===== src/rtl/bcd_pkg.sv =====
// rtl/bcd_pkg.sv - shared types and constants for the binary-to-BCD converter
package bcd_pkg;

    typedef enum logic [1:0] {
        IDLE  = 2'd0,
        SHIFT = 2'd1,
        DONE  = 2'd2
    } state_t;

    localparam int BCD_DIGIT_W = 4;
    localparam int ADJ_THRESH  = 5;

    function automatic int bcd_vec_w(input int ndig);
        return ndig * BCD_DIGIT_W;
    endfunction

endpackage


===== src/rtl/bin_to_bcd_seq_if.sv =====
// rtl/bin_to_bcd_seq_if.sv - start/busy/done handshake and digit bus
interface bin_to_bcd_seq_if
    import bcd_pkg::*;
#(
    parameter int BIN_W = 10
);
    logic                   start;
    logic [BIN_W-1:0]       bin_in;
    logic                   busy;
    logic                   done;
    logic [BCD_DIGIT_W-1:0] millares;
    logic [BCD_DIGIT_W-1:0] centenas;
    logic [BCD_DIGIT_W-1:0] decenas;
    logic [BCD_DIGIT_W-1:0] unidades;
    logic                   range_err;

    modport master (
        output start, bin_in,
        input  busy, done, millares, centenas, decenas, unidades, range_err
    );

    modport slave (
        input  start, bin_in,
        output busy, done, millares, centenas, decenas, unidades, range_err
    );
endinterface


===== src/rtl/bcd_digit_adj.sv =====
// rtl/bcd_digit_adj.sv - double-dabble add-3 correction for one BCD digit
module bcd_digit_adj
    import bcd_pkg::*;
(
    input  logic [BCD_DIGIT_W-1:0] digit_i,
    output logic [BCD_DIGIT_W-1:0] digit_o
);
    // A digit of at most 9 stays within 4 bits after +3, so no carry out exists.
    assign digit_o = (digit_i >= BCD_DIGIT_W'(ADJ_THRESH)) ? digit_i + BCD_DIGIT_W'(3)
                                                          : digit_i;
endmodule


===== src/rtl/bin_to_bcd_seq.sv =====
// rtl/bin_to_bcd_seq.sv - sequential one-bit-per-clock binary-to-BCD converter
module bin_to_bcd_seq
    import bcd_pkg::*;
#(
    parameter int BIN_W    = 10,
    parameter int NDIG     = 4,
    parameter int DISP_MAX = 999
) (
    input  logic             clk,
    input  logic             n_reset,
    bin_to_bcd_seq_if.slave  bus
);
    localparam int BCD_W = bcd_vec_w(NDIG);
    localparam int CNT_W = (BIN_W > 1) ? $clog2(BIN_W) : 1;

    state_t             state_q, state_d;
    logic [BIN_W-1:0]   shreg_q, shreg_d;
    logic [BCD_W-1:0]   scratch_q, scratch_d;
    logic [BCD_W-1:0]   digits_q, digits_d;
    logic [CNT_W-1:0]   cnt_q, cnt_d;
    logic               err_pend_q, err_pend_d;
    logic               range_err_q, range_err_d;

    logic [BCD_W-1:0]       adj;
    logic [BCD_W+BIN_W-1:0] shifted;
    logic                   unused_adj_msb;

    for (genvar g = 0; g < NDIG; g++) begin : g_adj
        bcd_digit_adj u_adj (
            .digit_i (scratch_q[g*BCD_DIGIT_W +: BCD_DIGIT_W]),
            .digit_o (adj[g*BCD_DIGIT_W +: BCD_DIGIT_W])
        );
    end

    // Adjusted scratch and remaining binary bits move left together as one register.
    assign shifted        = {adj[BCD_W-2:0], shreg_q, 1'b0};
    assign unused_adj_msb = adj[BCD_W-1];

    always_ff @(posedge clk or negedge n_reset) begin
        if (!n_reset) begin
            state_q     <= IDLE;
            shreg_q     <= '0;
            scratch_q   <= '0;
            digits_q    <= '0;
            cnt_q       <= '0;
            err_pend_q  <= 1'b0;
            range_err_q <= 1'b0;
        end else begin
            state_q     <= state_d;
            shreg_q     <= shreg_d;
            scratch_q   <= scratch_d;
            digits_q    <= digits_d;
            cnt_q       <= cnt_d;
            err_pend_q  <= err_pend_d;
            range_err_q <= range_err_d;
        end
    end

    always_comb begin
        state_d     = state_q;
        shreg_d     = shreg_q;
        scratch_d   = scratch_q;
        digits_d    = digits_q;
        cnt_d       = cnt_q;
        err_pend_d  = err_pend_q;
        range_err_d = range_err_q;

        unique case (state_q)
            IDLE: begin
                if (bus.start) begin
                    shreg_d    = bus.bin_in;
                    scratch_d  = '0;
                    cnt_d      = '0;
                    err_pend_d = (32'(bus.bin_in) > 32'(DISP_MAX));
                    state_d    = SHIFT;
                end
            end
            SHIFT: begin
                scratch_d = shifted[BCD_W+BIN_W-1 -: BCD_W];
                shreg_d   = shifted[BIN_W-1:0];
                cnt_d     = cnt_q + CNT_W'(1);
                if (cnt_q == CNT_W'(BIN_W - 1)) begin
                    digits_d    = shifted[BCD_W+BIN_W-1 -: BCD_W];
                    range_err_d = err_pend_q;
                    state_d     = DONE;
                end
            end
            DONE: begin
                state_d = IDLE;
            end
            default: begin
                state_d = IDLE;
            end
        endcase
    end

    assign bus.busy      = (state_q == SHIFT);
    assign bus.done      = (state_q == DONE);
    assign bus.unidades  = digits_q[0*BCD_DIGIT_W +: BCD_DIGIT_W];
    assign bus.decenas   = digits_q[1*BCD_DIGIT_W +: BCD_DIGIT_W];
    assign bus.centenas  = digits_q[2*BCD_DIGIT_W +: BCD_DIGIT_W];
    assign bus.millares  = digits_q[3*BCD_DIGIT_W +: BCD_DIGIT_W];
    assign bus.range_err = range_err_q;

endmodule


===== src/flat_wrapper.sv =====
// flat-port wrapper written by rule: the top's interface ports become plain ports
module bin_to_bcd_seq_flat import bcd_pkg::*;
#(
    parameter int BIN_W    = 10,
    parameter int NDIG     = 4,
    parameter int DISP_MAX = 999
)
  (clk, n_reset, bus_start, bus_bin_in, bus_busy, bus_done, bus_millares, bus_centenas, bus_decenas, bus_unidades, bus_range_err);
  bin_to_bcd_seq_if #(.BIN_W(BIN_W)) bus_i ();
  input  logic clk;
  input  logic n_reset;
  input wire logic [$bits(bus_i.start)-1:0] bus_start;
  input wire logic [$bits(bus_i.bin_in)-1:0] bus_bin_in;
  output wire logic [$bits(bus_i.busy)-1:0] bus_busy;
  output wire logic [$bits(bus_i.done)-1:0] bus_done;
  output wire logic [$bits(bus_i.millares)-1:0] bus_millares;
  output wire logic [$bits(bus_i.centenas)-1:0] bus_centenas;
  output wire logic [$bits(bus_i.decenas)-1:0] bus_decenas;
  output wire logic [$bits(bus_i.unidades)-1:0] bus_unidades;
  output wire logic [$bits(bus_i.range_err)-1:0] bus_range_err;
  assign bus_i.start = bus_start;
  assign bus_i.bin_in = bus_bin_in;
  assign bus_busy = bus_i.busy;
  assign bus_done = bus_i.done;
  assign bus_millares = bus_i.millares;
  assign bus_centenas = bus_i.centenas;
  assign bus_decenas = bus_i.decenas;
  assign bus_unidades = bus_i.unidades;
  assign bus_range_err = bus_i.range_err;
  bin_to_bcd_seq #(.BIN_W(BIN_W), .NDIG(NDIG), .DISP_MAX(DISP_MAX)) u_core (.clk(clk), .n_reset(n_reset), .bus(bus_i));
endmodule

===== config.mk =====
export PLATFORM = sky130hd
export DESIGN_NAME = bin_to_bcd_seq_flat
export DESIGN_NICKNAME = d
export VERILOG_FILES = /design/src/rtl/bcd_pkg.sv /design/src/rtl/bin_to_bcd_seq_if.sv /design/src/rtl/bcd_digit_adj.sv /design/src/rtl/bin_to_bcd_seq.sv /design/src/flat_wrapper.sv
export SDC_FILE = /design/constraint.sdc
export NUM_CORES = 1
export LEC_CHECK = 0
export CAP_MARGIN = 20
export CORE_ASPECT_RATIO = 0.6
export CORE_MARGIN = 4
export CORE_UTILIZATION = 55
export CTS_BUF_LIST = sky130_fd_sc_hd__clkbuf_4 sky130_fd_sc_hd__clkbuf_8
export CTS_CLUSTER_DIAMETER = 40
export CTS_CLUSTER_SIZE = 30
export DETAILED_ROUTE_END_ITERATION = 10
export MAX_ROUTING_LAYER = met4
export PLACE_DENSITY = 0.8
export SETUP_SLACK_MARGIN = 0.2
export SKIP_LAST_GASP = 1
export SYNTH_ARGS = -nofsm -noshare
export SYNTH_HDL_FRONTEND = slang
export SYNTH_SLANG_ARGS = --single-unit

===== constraint.sdc =====
create_clock -name clk -period 2.5 [get_ports clk]
set_input_delay 0.625 -clock clk [delete_from_list [all_inputs] [get_ports clk]]
set_output_delay 0.625 -clock clk [all_outputs]
set_load 0.02 [all_outputs]

==> out/metrics.csv <==
metric;value;unit
status;completed;
min_path_type;in2async;
vias;1760;
dp.cells;316;
ys_seq_area_share;51.63;%
setup_tns;0;ns
cts_tree;built;
crit_fanout;9;
grt_usage;20.82;%
dr_wl_met2;2131;µm
drc;0;
wl_per_cell;15.06;µm
synthCells;228;
die_y;59.42;µm
netlist.area_leader.share;51.63;%
num_rows;18;
synthFlopType;dfrtp_1;
synth_cell_type_count;31;
clock.fmax;463.6;MHz
m1WireLength;2549;µm
syn_area;2424;µm²
power.total;0.003752;W
finalSetupViolations;0;
initial_core_util;57.86;%
clk-insertion-delay-late;0.31;ns
grt_start_max_net_pins;30;
relSlewSlack;65.84;%
insertedDiodeCount;0;
fin_nets;289;
h-tree-depth;2;
antenna_found_initial;0;
worst-setup-path-type;reg2out;
rsz0062_at_grt;no;
ys_top_cells_by_count;dfrtp_1 (50), o21ai_0 (29), nand2_1 (23), a21oi_1 (19), inv_1 (11);
yosysTopAreaCell;dfrtp_1;
rr_endpoint;u_core.digits_q[1];
dr_wl_met3;167;µm
slew_violations;0;
drv_cap;0;
routed_via_density;5.399;
drt_iter0_drc;68;
cts_buffer_depth;2;
highest_layer;met4;
p_per_area;1275;nW/µm²
drt_first_pass_iters;4;
syn-num-nets;251;
min_period;2.157;ns
ant_nets;0;
timing.final.hold_violations;0;
coreArea;4189;µm²
rr_startpoint;u_core.state_q[1];
min_period_over_period;86.28;%
r2r_cells;5;
fin_skew;0.01150;ns
synth_edf_count;0;
synth_area_leaders;dfrtp_1 (52%), o21ai_0 (6.0%), ha_1 (5.2%);
cts_sinks;50;
leakage;1.299;nW
gp_congestion;0.8004;
pin_count;32;
crit_required;1.88;ns
routed_wirelength;4909;µm
clkTransAtPathRegs;0.09;ns
async_flop_share;100.0;%
fin_util;70.22;%
die_width;93.70;µm
start_kind;register;
dieArea;5568;µm²
grt_pass1_wl;8556;µm
cp.arrival;1.53;ns
synth_seq_cells;50;
end_kind;primary output;
drive_above_1_share;14.29;%
numPortBuffers;31;
pre_cts_slack;0.4066;ns
hpwl;3456;µm
tightest_slew;0.5124;ns
synthToLayoutAreaGrowth;21.37;%
syn_avg_cell_area;10.63;µm²
yosys_warnings;0;
layout_setup_ws;0.3429;ns
ctsRootBufferMaster;clkbuf_8;
grt_pass1_vias;1704;
synth_most_common_cell;dfrtp_1;
hold_buffers;0;
numCtsBuffers;5;
final-instance-count-excl-fill;326;
vdd_drop_max;0.0007517;V
reg2reg_slack;0.79;ns
grt_overflow;0;
[worst max path at each step]
stage                                 start  slack, ns                end  depth (start not counted)
after detailed placement          bus_start       0.41  u_core.err_pend_q                          4
after CTS                 u_core.state_q[1]       0.21           bus_busy                          3
after global placement            bus_start       0.49  u_core.err_pend_q                          4
after floorplan           u_core.state_q[0]       0.80           bus_done                          3
final                     u_core.state_q[1]       0.34           bus_done                          2
after global routing      u_core.state_q[1]       0.26           bus_done                          2
[cell usage in the layout, fill, tap and decap left out]
cell              n
a21oi_1          19
a22o_1            7
a22oi_1           2
a31oi_1           2
a31oi_2           2
and3b_1           7
buf_12            1
buf_2             1
buf_4             9
bufinv_16         1
clkbuf_8          6
clkdlybuf4s50_1  29
dfrtp_1          49
dfrtp_2           1
dlymetal6s2s_1    1
ha_1             10
inv_1            11
mux2_2            8
mux2_4            2
mux2i_1           3
nand2_1          23
nand2b_1          5
nand2b_4          1
nand3_1           2
nand4_1           2
nor2_1           10
nor2b_1           3
nor3_1            4
nor3_4            1
nor3b_1           3
o21ai_0          29
o21bai_2          1
o31ai_1           2
or3b_2            4
xnor2_1           4
xor2_1            1
[critical path: stages (launching register included)]
cell and delay [ns]:
dfrtp_2 0.46, nor2b_1 0.17, clkdlybuf4s50_1 0.61
[metal layers]
metal / vias up / track usage [%]
met5: - / -
met4: 0 / 6.173
met3: 8 / 4.822
met2: 29 / 28.96
met1: 848 / 30.38
li1: 875 / -
[flip-flops by register name (all words and copies together), names as in the netlist]
| name | flops |
|---|---|
| u_core.bus.range_err | 1 |
| u_core.cnt_q | 4 |
| u_core.digits_q | 16 |
| u_core.err_pend_q | 1 |
| u_core.scratch_q | 16 |
| u_core.shreg_q | 10 |
| u_core.state_q | 2 |
[metrics by stage]
step,instance area [µm²],hold WS [ns]
after floorplan,2424,0.3294
after global placement,2803,0.4713
after detailed placement,2803,0.4742
after CTS,2917,0.2895
after global routing,2942,0.3061
final,2942,0.2766
[what timing repair did]
item | 4_1_cts | 5_1_grt
resized for setup | 1 | 1
endpoints found under the setup margin | 2 | 2
pin swaps | 0 | 0
hold endpoints to repair | 0 | 0
buffers inserted | 0 | 3
[cells by family after synthesis]
family / share of synthesized area [%]
AO/OA/AOI/OAI: 15.69
XOR/XNOR: 1.807
adder cells (fa/ha/maj): 5.163
buffers and inverters: 4.440
flip-flops: 51.63
multiplexers: 6.195
AND/OR/NAND/NOR: 15.07
[cell type report]
| cell class | instances | area [µm²] |
|---|---|---|
| inverters | 11 | 41.29 |
| well taps | 60 | 75.07 |
| fillers | 342 | 1247 |
| multi-input cells | 157 | 1065 |
| repair buffers | 41 | 395.4 |
| flip-flops and latches | 50 | 1252 |
| clock inverters | 1 | 30.03 |
| clock buffers | 6 | 82.58 |
[report_power, final]
part	total [W]	internal (W)	switching (W)
Sequential	0.00143	0.00115	0.000277
Clock	0.000579	0.000320	0.000259
Combinational	0.00174	0.000847	0.000895
Note: power is estimated with default switching activity, not from simulation.
